--- src/rtl/bl_wl_config_writer.sv ---
// bl_wl_config_writer
//   Programs a bit-line/word-line configuration memory bank one row at a time.
//   Config words arrive over a valid/ready stream and are packed into a row
//   shadow register. When a row is complete it is presented on bl, and then
//   the row's word-line is strobed for WL_PULSE cycles. This repeats for all
//   NUM_WL rows, and the block finishes with a single-cycle done pulse.
//
// Ports
//   prog_clk    in   programming clock (rising edge)
//   prog_rst_n  in   synchronous active-low reset
//   start       in   request to program the whole bank (honoured in IDLE only)
//   abort       in   abandon programming, return to IDLE
//   cfg_data    in   DATA_W config word; cfg_data[0] maps to the lowest column
//   cfg_valid   in   cfg_data valid
//   cfg_ready   out  word accepted this cycle (high only in LOAD)
//   bl          out  [0:NUM_BL-1] bit-line data, bl[c] is column c
//   wl          out  [0:NUM_WL-1] word-line strobe, zero or one-hot
//   busy        out  high during LOAD/SETUP/PULSE/HOLD
//   done        out  one-cycle pulse after the last row is written
module bl_wl_config_writer #(
  parameter int NUM_BL   = 158,
  parameter int NUM_WL   = 158,
  parameter int DATA_W   = 8,
  parameter int WL_PULSE = 2
) (
  input  logic                prog_clk,
  input  logic                prog_rst_n,
  input  logic                start,
  input  logic                abort,
  input  logic [DATA_W-1:0]   cfg_data,
  input  logic                cfg_valid,
  output logic                cfg_ready,
  output logic [0:NUM_BL-1]   bl,
  output logic [0:NUM_WL-1]   wl,
  output logic                busy,
  output logic                done
);

  localparam int WPR    = (NUM_BL + DATA_W - 1) / DATA_W;
  localparam int ROW_W  = (NUM_WL > 1) ? $clog2(NUM_WL) : 1;
  localparam int WORD_W = (WPR > 1) ? $clog2(WPR) : 1;
  localparam int PCNT_W = (WL_PULSE > 1) ? $clog2(WL_PULSE) : 1;

  typedef enum logic [2:0] {
    S_IDLE,
    S_LOAD,
    S_SETUP,
    S_PULSE,
    S_HOLD,
    S_DONE
  } state_e;

  state_e              state_q;
  logic [ROW_W-1:0]    row_q;
  logic [WORD_W-1:0]   word_q;
  logic [PCNT_W-1:0]   pcnt_q;
  logic [0:NUM_BL-1]   shadow_q;
  logic [0:NUM_BL-1]   shadow_d;
  logic [0:NUM_BL-1]   bl_q;
  logic [0:NUM_WL-1]   wl_q;
  logic                busy_q;
  logic                done_q;
  logic                last_word;
  logic                last_row;
  logic                last_pulse;

  assign cfg_ready  = (state_q == S_LOAD);
  assign bl         = bl_q;
  assign wl         = wl_q;
  assign busy       = busy_q;
  assign done       = done_q;

  assign last_word  = (word_q == WORD_W'(WPR - 1));
  assign last_row   = (row_q == ROW_W'(NUM_WL - 1));
  assign last_pulse = (pcnt_q == PCNT_W'(WL_PULSE - 1));

  // Shadow with the current input word merged into its column slot. Columns
  // past NUM_BL-1 simply do not exist, so the top bits of a partial last word
  // fall away naturally.
  always_comb begin
    shadow_d = shadow_q;
    for (int unsigned c = 0; c < NUM_BL; c++) begin
      if ((c / DATA_W) == 32'(word_q)) begin
        shadow_d[c] = cfg_data[c % DATA_W];
      end
    end
  end

  always_ff @(posedge prog_clk) begin
    if (!prog_rst_n) begin
      state_q  <= S_IDLE;
      row_q    <= '0;
      word_q   <= '0;
      pcnt_q   <= '0;
      shadow_q <= '0;
      bl_q     <= '0;
      wl_q     <= '0;
      busy_q   <= 1'b0;
      done_q   <= 1'b0;
    end else if (abort && (state_q != S_IDLE)) begin
      // bl deliberately keeps its value; only the partial row is thrown away.
      state_q  <= S_IDLE;
      word_q   <= '0;
      pcnt_q   <= '0;
      shadow_q <= '0;
      wl_q     <= '0;
      busy_q   <= 1'b0;
      done_q   <= 1'b0;
    end else begin
      case (state_q)
        S_IDLE: begin
          done_q <= 1'b0;
          if (start && !abort) begin
            row_q   <= '0;
            word_q  <= '0;
            busy_q  <= 1'b1;
            state_q <= S_LOAD;
          end
        end
        S_LOAD: begin
          if (cfg_valid) begin
            shadow_q <= shadow_d;
            if (last_word) begin
              bl_q    <= shadow_d;
              state_q <= S_SETUP;
            end else begin
              word_q <= word_q + 1'b1;
            end
          end
        end
        S_SETUP: begin
          pcnt_q       <= '0;
          wl_q         <= '0;
          wl_q[row_q]  <= 1'b1;
          state_q      <= S_PULSE;
        end
        S_PULSE: begin
          if (last_pulse) begin
            wl_q    <= '0;
            state_q <= S_HOLD;
          end else begin
            pcnt_q <= pcnt_q + 1'b1;
          end
        end
        S_HOLD: begin
          if (last_row) begin
            busy_q  <= 1'b0;
            done_q  <= 1'b1;
            state_q <= S_DONE;
          end else begin
            row_q   <= row_q + 1'b1;
            word_q  <= '0;
            state_q <= S_LOAD;
          end
        end
        S_DONE: begin
          done_q  <= 1'b0;
          state_q <= S_IDLE;
        end
        default: begin
          wl_q    <= '0;
          busy_q  <= 1'b0;
          done_q  <= 1'b0;
          state_q <= S_IDLE;
        end
      endcase
    end
  end

endmodule

--- config.mk ---
export PLATFORM = sky130hd
export DESIGN_NAME = bl_wl_config_writer
export DESIGN_NICKNAME = d
export VERILOG_FILES = /design/src/rtl/bl_wl_config_writer.sv
export SDC_FILE = /design/constraint.sdc
export NUM_CORES = 1
export LEC_CHECK = 0
export CORE_MARGIN = 3
export CORE_UTILIZATION = 53
export CTS_CLUSTER_SIZE = 20
export DETAILED_ROUTE_END_ITERATION = 10
export GPL_ROUTABILITY_DRIVEN = 0
export PLACE_DENSITY_LB_ADDON = 0.2
export SETUP_SLACK_MARGIN = 0.1
export SLEW_MARGIN = 0
export SYNTH_ARGS = -nofsm -noshare
export SYNTH_HDL_FRONTEND = slang
export SYNTH_SLANG_ARGS = --single-unit
--- constraint.sdc ---
create_clock -name prog_clk -period 2.58 [get_ports prog_clk]
set_clock_uncertainty 0.05 [all_clocks]
set_input_delay 0.258 -clock prog_clk [delete_from_list [all_inputs] [get_ports prog_clk]]
set_output_delay 0.258 -clock prog_clk [all_outputs]
set_load 0.02 [all_outputs]
# Word-level counts from Yosys, hierarchy flattened
# Cells that the tools add are included.
# totals
regBits,493
input_bits,13
out_inout_bits,319
word_cells,258
# op_classes
addsub,3
order_cmp,2
n_eq_ne,33
n_mux,183
bitwise_logic,6
reduce_logical,22
# op_table
op,count
158-bit one-hot mux with 3 select lines,1
1-bit 2-to-1 mux,163
158-bit 2-to-1 mux,1
"4-bit by 5-bit == test with 1-bit output, first input constant",8
"3-bit by 5-bit == test with 1-bit output, first input constant",4
"5-bit == test, first input constant",4
5-bit 2-to-1 mux,4
8-bit 2-to-1 mux,2
8-bit one-hot mux with 2 select lines,1
3-bit 2-to-1 mux,5
3-bit one-hot mux with 5 select lines,1
5-bit one-hot mux with 3 select lines,1
"2-bit inequality test, second input constant",6
4-bit AND reduction,3
"2-bit by 5-bit == test with 1-bit output, first input constant",2
"9-bit greater-or-equal comparator, second input constant",1
"9-bit by 1-bit less-than comparator with 1-bit output, second input constant",1
8-bit NOT with 9-bit output,1
"8-bit by 1-bit adder with 8-bit output, second input constant",1
1-bit demux with 8-bit select,1
"8-bit == test, second input constant",1
4-bit OR reduction,2
"3-bit by 2-bit == test with 1-bit output, second input constant",2
"3-bit == test, second input constant",2
20 further kinds,31

# Depth between registers and ports, before layout
# Gate-level depths: netlist (run 1).
# depth
depth_word,6
depth_mapped,8
mapped_depth_nobuf,6

# Worst setup path before layout (run 1)
# OpenSTA, ideal clock, no wires.
# synth_path
path_type,register to register
start,register word_q[0]
end,register shadow_q[120] (netlist name)
setup_time_ns,0.132
arrival_time_ns,1.967
required_ns,2.398
path_slack_ns,0.430
path_stages_with_launch,9
n_path_buf,2
synth_period_minus_slack_ns,2.150
cell_sequence,dfxtp_1 -> ha_1 -> and3_1 -> ha_1 -> clkbuf_1 -> clkbuf_1 -> nand2_1 -> nand2_1 -> a21oi_1
# synth_between
elab_chain_len,2
# synth_lines
item,line,rtl
"start, declared",55,logic [WORD_W-1:0] word_q;
"start signal, assigned",127,word_q <= word_q + 1'b1;
4-bit by 5-bit == test with 1-bit output,83,if ((c / DATA_W) == 32'(word_q)) begin
1-bit 2-to-1 mux,83,
"end signal, assigned",122,shadow_q <= shadow_d;
"end, declared",57,logic [0:NUM_BL-1] shadow_q;
# Every way passes these cells.
# A chain may end at the register's enable or synchronous reset.

# Worst setup path in the final report (run 1)
# layout_path
start,register state_q[2]
end,output port cfg_ready
# layout_between
elab_chain_len,1
# layout_lines
item,line,rtl
"start, declared",53,state_e state_q;
"start signal, assigned",91,state_q <= S_IDLE;
"start signal, assigned",102,state_q <= S_IDLE;
"start signal, assigned",117,state_q <= S_LOAD;
3-bit by 1-bit == test with 1-bit output,67,assign cfg_ready = (state_q == S_LOAD);
"end, declared",32,"output logic cfg_ready,"
# Every way passes these cells.

==> results.sh, run 1 <==
export IMPL_async_reset_ff_share_pct=0
export IMPL_clk_latency_ps=600
export IMPL_start_util_pct=54.1
export IMPL_die_w_um=200
export IMPL_clk_path_buf_depth=3
export IMPL_io_pin_count=332
export IMPL_cts_setup_buffers=0
export IMPL_ys_ff_latch=487
export IMPL_p_seq_share_pct=49.3
export IMPL_maxCapViolations=0
export IMPL_maxSlewViolCount=0
export IMPL_max_stage_delay_ps=430
export IMPL_areaGrowthSynthToFinish_pct=26.6
export IMPL_final_antenna_net_count=0
export IMPL_p_switching_mw=3.33
export IMPL_yosys_area_top_type_share_pct=49.0
export IMPL_drtPass1Iterations=6
export IMPL_ys_warn_count=0
export IMPL_die_h_um=200
export IMPL_post_dp_hpwl_um=36700
export IMPL_htreeDepth=2
export IMPL_critPathSlowestCell="dfxtp_1"
export IMPL_drtIter0Drc=1389
export IMPL_yosys_area_top_type="dfxtp_1"
export IMPL_synthCells=2181
export IMPL_grt_max_degree=107
export IMPL_cp_arrival_ps=2030
export IMPL_power_frac_clock_pct=47.3
export IMPL_ys_seq_area_share_pct=49.0
export IMPL_overflow=0
export IMPL_worst_path_max_fanout=10
export IMPL_hold_viol_final=0
export IMPL_grt_antenna_before_repair=0
export IMPL_port_buffers=331
export IMPL_layout_drive_gt1_share_pct=8.39
export IMPL_path_cells="nand2b_1 -> nor2_1 -> dlygate4sd2_1"
export IMPL_cts_tree="built"
export IMPL_grt_pass1_vias=15900
export IMPL_drt_total_wl_um=56200
export IMPL_route_vias_total=17100
export IMPL_grt_pass1_wl_um=87100
export IMPL_place_ws_ps=264
export IMPL_tightest_slew_ps=719
export IMPL_antenna_cells=0
export IMPL_clkSlewWorstSetupHoldPaths_ps=60
export IMPL_cts_sinks=487
export IMPL_fillers=2892
export IMPL_period_share_pct=90.6
export IMPL_synth_fp_nets=2203
export IMPL_fin_ws_ps=242
export IMPL_path_class="register to output pin"
export IMPL_hp_class="input pin to register"
export IMPL_synthFlopType="dfxtp_1"
export IMPL_root_buffer="clkbuf_16"
export IMPL_p_leak_nw=10.3
export IMPL_final_nets=2417
export IMPL_p_sw_share_pct=21.8
export IMPL_irDropWorstVdd_mv=0.490
export IMPL_route_detailed_wl_per_inst_um=19.4
export IMPL_avgViaCountPerCell=5.91
export IMPL_cp_start_kind="register"
export IMPL_drc=0
export IMPL_max_slew_margin_rel_pct=52.1
export IMPL_syn_area_per_cell_um2=9.12
export IMPL_rsz0062_at_grt="no"
export IMPL_synth_edf_count=0
export IMPL_status="completed"
export IMPL_dieArea_mm2=0.0399
export IMPL_pwr_density_cell_mw_per_mm2=607
export IMPL_synth_cell_type_count=56
export IMPL_setup_viol=0
export IMPL_core_mm2=0.0368
export IMPL_p_int_mw=11.9
export IMPL_cts_hold_fix_buffers=0
export IMPL_period_needed_ps=2340
export IMPL_fmax_mhz=428
export IMPL_syn_area_mm2=0.0199
export IMPL_numCtsBuffers=49
export IMPL_finalSetupTns_ps=0
export IMPL_required_ps=2270
export IMPL_grt_usage_pct=26.9
export IMPL_p_comb_share_pct=3.4
export IMPL_finalPower_mw=15.3
export IMPL_yosys_top_cells_area="dfxtp_1, mux2i_1, o211a_1"
export IMPL_end_kind="output pin"
export IMPL_post_cts_resized=1
export IMPL_rows=70
[kinds of logic (layout without fill, tap and decap cells)]
group / count (synthesis) / count (layout) / synth area share (%)
simple gates: 745 / 745 / 16.8
mux: 156 / 156 / 7.85
xor+xnor: 1 / 1 / 0.0440
compound gates: 527 / 527 / 19.7
flops: 487 / 487 / 49.0
buf+inv: 256 / 506 / 6.08
fa+ha+maj: 9 / 9 / 0.566
[routing by layer]
metal | global-route usage, % | routed length [um] | part of all wire, %
met5 | 0 | 0 | 0
met4 | 8.87 | 1460 | 2.6
met3 | 3.99 | 3840 | 6.8
met2 | 44.7 | 26700 | 48
met1 | 36.3 | 24200 | 43
[sequential cells by signal (all words and copies together) (netlist names)]
register,count
bl,158
busy,1
done,1
last_pulse,1
row_q,8
shadow_q,152
state_q,3
wl,158
word_q,5
[critical path: cells and delay by family, from the launching register on]
kind	cells	cell delay, ps
buf+inv	1	430
flops	1	430
simple gates	2	590
[cells in the final DEF, fill, tap and decap left out, types with 4 or more instances in the layout]
cell type and n:
and3_1 17, a21boi_0 8, o21ai_0 31, a22oi_1 121, nand2_2 8, or3_1 4
nor4b_2 5, clkdlybuf4s50_1 321, and4bb_2 6, bufinv_16 4, inv_1 7, dfxtp_1 486
o211a_1 153, buf_12 17, nand2_1 340, ha_1 9, a32oi_1 34, clkbuf_1 13
nand2b_1 5, nor3_1 11, a21oi_1 162, mux2i_1 156, clkbuf_8 11, nand3_1 136
clkbuf_16 50, clkinv_2 7, nor2_1 174, nor4bb_4 6, buf_4 64, a31oi_1 6
buf_2 8
[per-stage QoR]
stage	std cells	utilization, %	hold slack (ps)	instance area [um2]
after floorplan	2181	-	359	19900
after global placement	2812	64.0	391	23500
after detailed placement	2812	64.0	396	23500
after CTS	2899	68.5	28.7	25200
after global routing	2899	68.5	67.5	25200
final	2899	68.5	54.6	25200
[final timing paths]
check | depth (start not counted) | to | slack [ps] | startpoint
hold / removal | 3 | row_q[5] | 50 | prog_rst_n
setup reg to reg | 6 | bl[92] | 260 | word_q[0]
hold reg to reg | 2 | shadow_q[11] | 400 | shadow_q[11]
setup / recovery | 3 | cfg_ready | 240 | state_q[2]
[Yosys cell counts, drive strengths merged (2+ instances only)]
master and n:
a2bb2oi 2, nor4bb 7, buf 131, nand4bb 3
nand3b 2, mux2i 156, nor2b 3, nand2 349
a32o 2, a31oi 6, nor3b 3, nand3 136
inv 7, nor4b 5, nand4b 3, and4bb 6
ha 9, o21ai 32, o211a 153, a32oi 34
or3 4, clkbuf 118, a21boi 8, a21oi 162
nor2 174, a22oi 121, nand2b 5, and2 4
and3 17, or3b 3, dfxtp 487, nor3 15
[layout make-up]
type	instances	area, um2	share of cell area [%]
Tap cell	468	586	2.32
Clock buffer	74	1450	5.76
Multi-Input combinational cell	1438	9090	36.1
Sequential cell	487	9750	38.7
Inverter	7	26.3	0.104
Timing Repair Buffer	412	4090	16.3
Clock inverter	13	191	0.760
[power by group through the flow]
| stage | sequential (mW) | clock [mW] | combinational (mW) |
|---|---|---|---|
| after floorplan | 7.70 | 0 | 0.317 |
| after global placement | 7.70 | 0 | 0.510 |
| after detailed placement | 7.70 | 0 | 0.517 |
| after CTS | 7.54 | 7.32 | 0.518 |
| after global routing | 7.53 | 7.62 | 0.555 |
| final | 7.54 | 7.22 | 0.520 |
(Power assumes the default switching activity.)
==> inputs of run 2 (changes only) <==
--- a/config.mk
+++ b/config.mk
@@ -5,7 +5,8 @@
 export SDC_FILE = /design/constraint.sdc
 export NUM_CORES = 1
 export LEC_CHECK = 0
-export CORE_MARGIN = 3
+export CAP_MARGIN = 0
+export CORE_MARGIN = 4
 export CORE_UTILIZATION = 53
 export CTS_CLUSTER_SIZE = 20
 export DETAILED_ROUTE_END_ITERATION = 10
==> constraint.sdc (replaced) <==
create_clock -name prog_clk -period 2.5 [get_ports prog_clk]
set_clock_uncertainty 0.05 [all_clocks]
set_input_delay 0.25 -clock prog_clk [delete_from_list [all_inputs] [get_ports prog_clk]]
set_output_delay 0.25 -clock prog_clk [all_outputs]
set_load 0.02 [all_outputs]
==> results.sh, run 2 (synthesized netlist as in run 1, its figures left out) <==
export IMPL_status="completed"
export IMPL_crit_family="simple AND/OR/NAND/NOR gates"
export IMPL_place_ws_ps=207
export IMPL_route_vias_total=17100
export IMPL_drtIter0Drc=1335
export IMPL_avgViaCountPerCell=5.90
export IMPL_path_class="register to output pin"
export IMPL_htreeDepth=2
export IMPL_finalSetupTns_ps=0
export IMPL_dieArea_mm2=0.0407
export IMPL_period_needed_ps=2300
export IMPL_maxCapViolations=0
export IMPL_p_int_mw=12.1
export IMPL_maxSlewViolCount=0
export IMPL_cts_tree="built"
export IMPL_finalPower_mw=15.6
export IMPL_die_h_um=202
export IMPL_final_common_cell="dfxtp_1"
export IMPL_placed_area_mm2=0.0236
export IMPL_setup_viol=0
export IMPL_rows=70
export IMPL_end_kind="output pin"
export IMPL_die_w_um=202
export IMPL_worst_path_max_fanout=12
export IMPL_fin_ws_ps=205
export IMPL_power_frac_clock_pct=46.8
export IMPL_cp_start_kind="register"
export IMPL_drtPass1Iterations=6
export IMPL_fmax_mhz=436
export IMPL_cts_sinks=487
export IMPL_p_leak_nw=10.3
export IMPL_post_dp_hpwl_um=36300
export IMPL_final_antenna_net_count=0
export IMPL_grt_pass1_wl_um=88100
export IMPL_crit_buf_inv=1
export IMPL_period_share_pct=91.8
export IMPL_start_util_pct=54.1
export IMPL_io_pin_count=332
export IMPL_grt_max_degree=92
export IMPL_max_stage_delay_ps=440
export IMPL_grt_pass1_vias=16200
export IMPL_core_mm2=0.0368
export IMPL_drt_total_wl_um=55500
export IMPL_antenna_cells=0
export IMPL_fin_area_mm2=0.0252
export IMPL_p_seq_share_pct=49.8
export IMPL_p_sw_share_pct=22.3
export IMPL_final_nets=2419
export IMPL_hold_worst_slack_ps=33.5
export IMPL_clkSlewWorstSetupHoldPaths_ps=60
export IMPL_cp_arrival_ps=2000
export IMPL_layout_drive_gt1_share_pct=8.71
export IMPL_root_buffer="clkbuf_16"
export IMPL_clk_latency_ps=590
export IMPL_tightest_slew_ps=999
export IMPL_drc=0
export IMPL_areaGrowthSynthToFinish_pct=26.8
export IMPL_pwr_density_cell_mw_per_mm2=619
export IMPL_grt_antenna_before_repair=0
export IMPL_max_slew_margin_rel_pct=33.0
export IMPL_mostFrequentLayoutCells="dfxtp_1, nand2_1, clkdlybuf4s50_1"
export IMPL_clk_path_buf_depth=3
export IMPL_hp_class="input pin to register"
export IMPL_grt_usage_pct=25.8
export IMPL_rsz0062_at_grt="no"
export IMPL_port_buffers=331
export IMPL_overflow=0
export IMPL_path_cells="nand2b_1 -> nor2_1 -> dlygate4sd2_1"
export IMPL_required_ps=2200
export IMPL_p_switching_mw=3.48
export IMPL_critPathSlowestCell="dlygate4sd2_1"
export IMPL_fillers=2849
export IMPL_route_detailed_wl_per_inst_um=19.1
export IMPL_numCtsBuffers=49
export IMPL_p_comb_share_pct=3.4
export IMPL_irDropWorstVdd_mv=0.592
export IMPL_hold_viol_final=0
-- run 2: changes by cell type in the layout (fill, tap and decap cells not counted), sizes merged --
| cell | change |
|---|---|
| clkinvlp | +3 |
| buf | +1 |
| clkinv | +5 |
| inv | +1 |
| bufinv | -1 |
| clkbuf | -7 |
| dlygate4sd3 | +1 |
-- run 2: power groups by stage --
stage	logic [mW]	clock network (mW)	registers [mW]
global placement	0.511	0	7.95
finish	0.525	7.31	7.78
detailed placement	0.519	0	7.95
floorplan	0.327	0	7.95
CTS	0.521	7.43	7.78
global route	0.560	7.73	7.77
-- run 2: worst paths after layout --
| check | from | to | slack [ps] | cells past startpoint |
|---|---|---|---|---|
| min | prog_rst_n | row_q[5] | 30 | 3 |
| max reg2reg | word_q[0] | bl[17] | 300 | 7 |
| min reg2reg | shadow_q[32] | shadow_q[32] | 400 | 2 |
| max | state_q[2] | cfg_ready | 200 | 3 |
-- run 2: layer usage --
metal,global-route usage (%),up-vias,share of wire (%)
li1,-,8137,-
met3,4.82,97,7.1
met5,0,-,0
met1,34.9,8239,43
met4,7.28,0,2.4
met2,42.7,642,47
-- run 2: layout make-up --
class / instances / area, um2 / share of cell area, %
Clock inverter: 21 / 218 / 0.863
Sequential cell: 487 / 9750 / 38.6
Tap cell: 468 / 586 / 2.32
Timing Repair Buffer: 414 / 4170 / 16.5
Multi-Input combinational cell: 1438 / 9090 / 36.0
Inverter: 7 / 26.3 / 0.104
Clock buffer: 67 / 1390 / 5.52
-- run 2: repair_timing --
action	CTS	global route
gates resized for setup	1	2
setup buffers	0	0
gates cloned	0	0
endpoints found under the setup margin	1	7
hold buffers	1	0
hold endpoints to repair	3	0
-- run 2: stage by stage --
stage	cells	utilization [%]
2_1_floorplan	2181	-
3_3_place_gp	2813	64.2
3_5_place_dp	2813	64.2
4_1_cts	2902	68.6
5_1_grt	2902	68.6
6_report	2902	68.6
-- run 2: tightest hold or removal path, stage by stage --
cell and delay, ps:
buf_6 210, o41ai_1 110, nor2_1 50
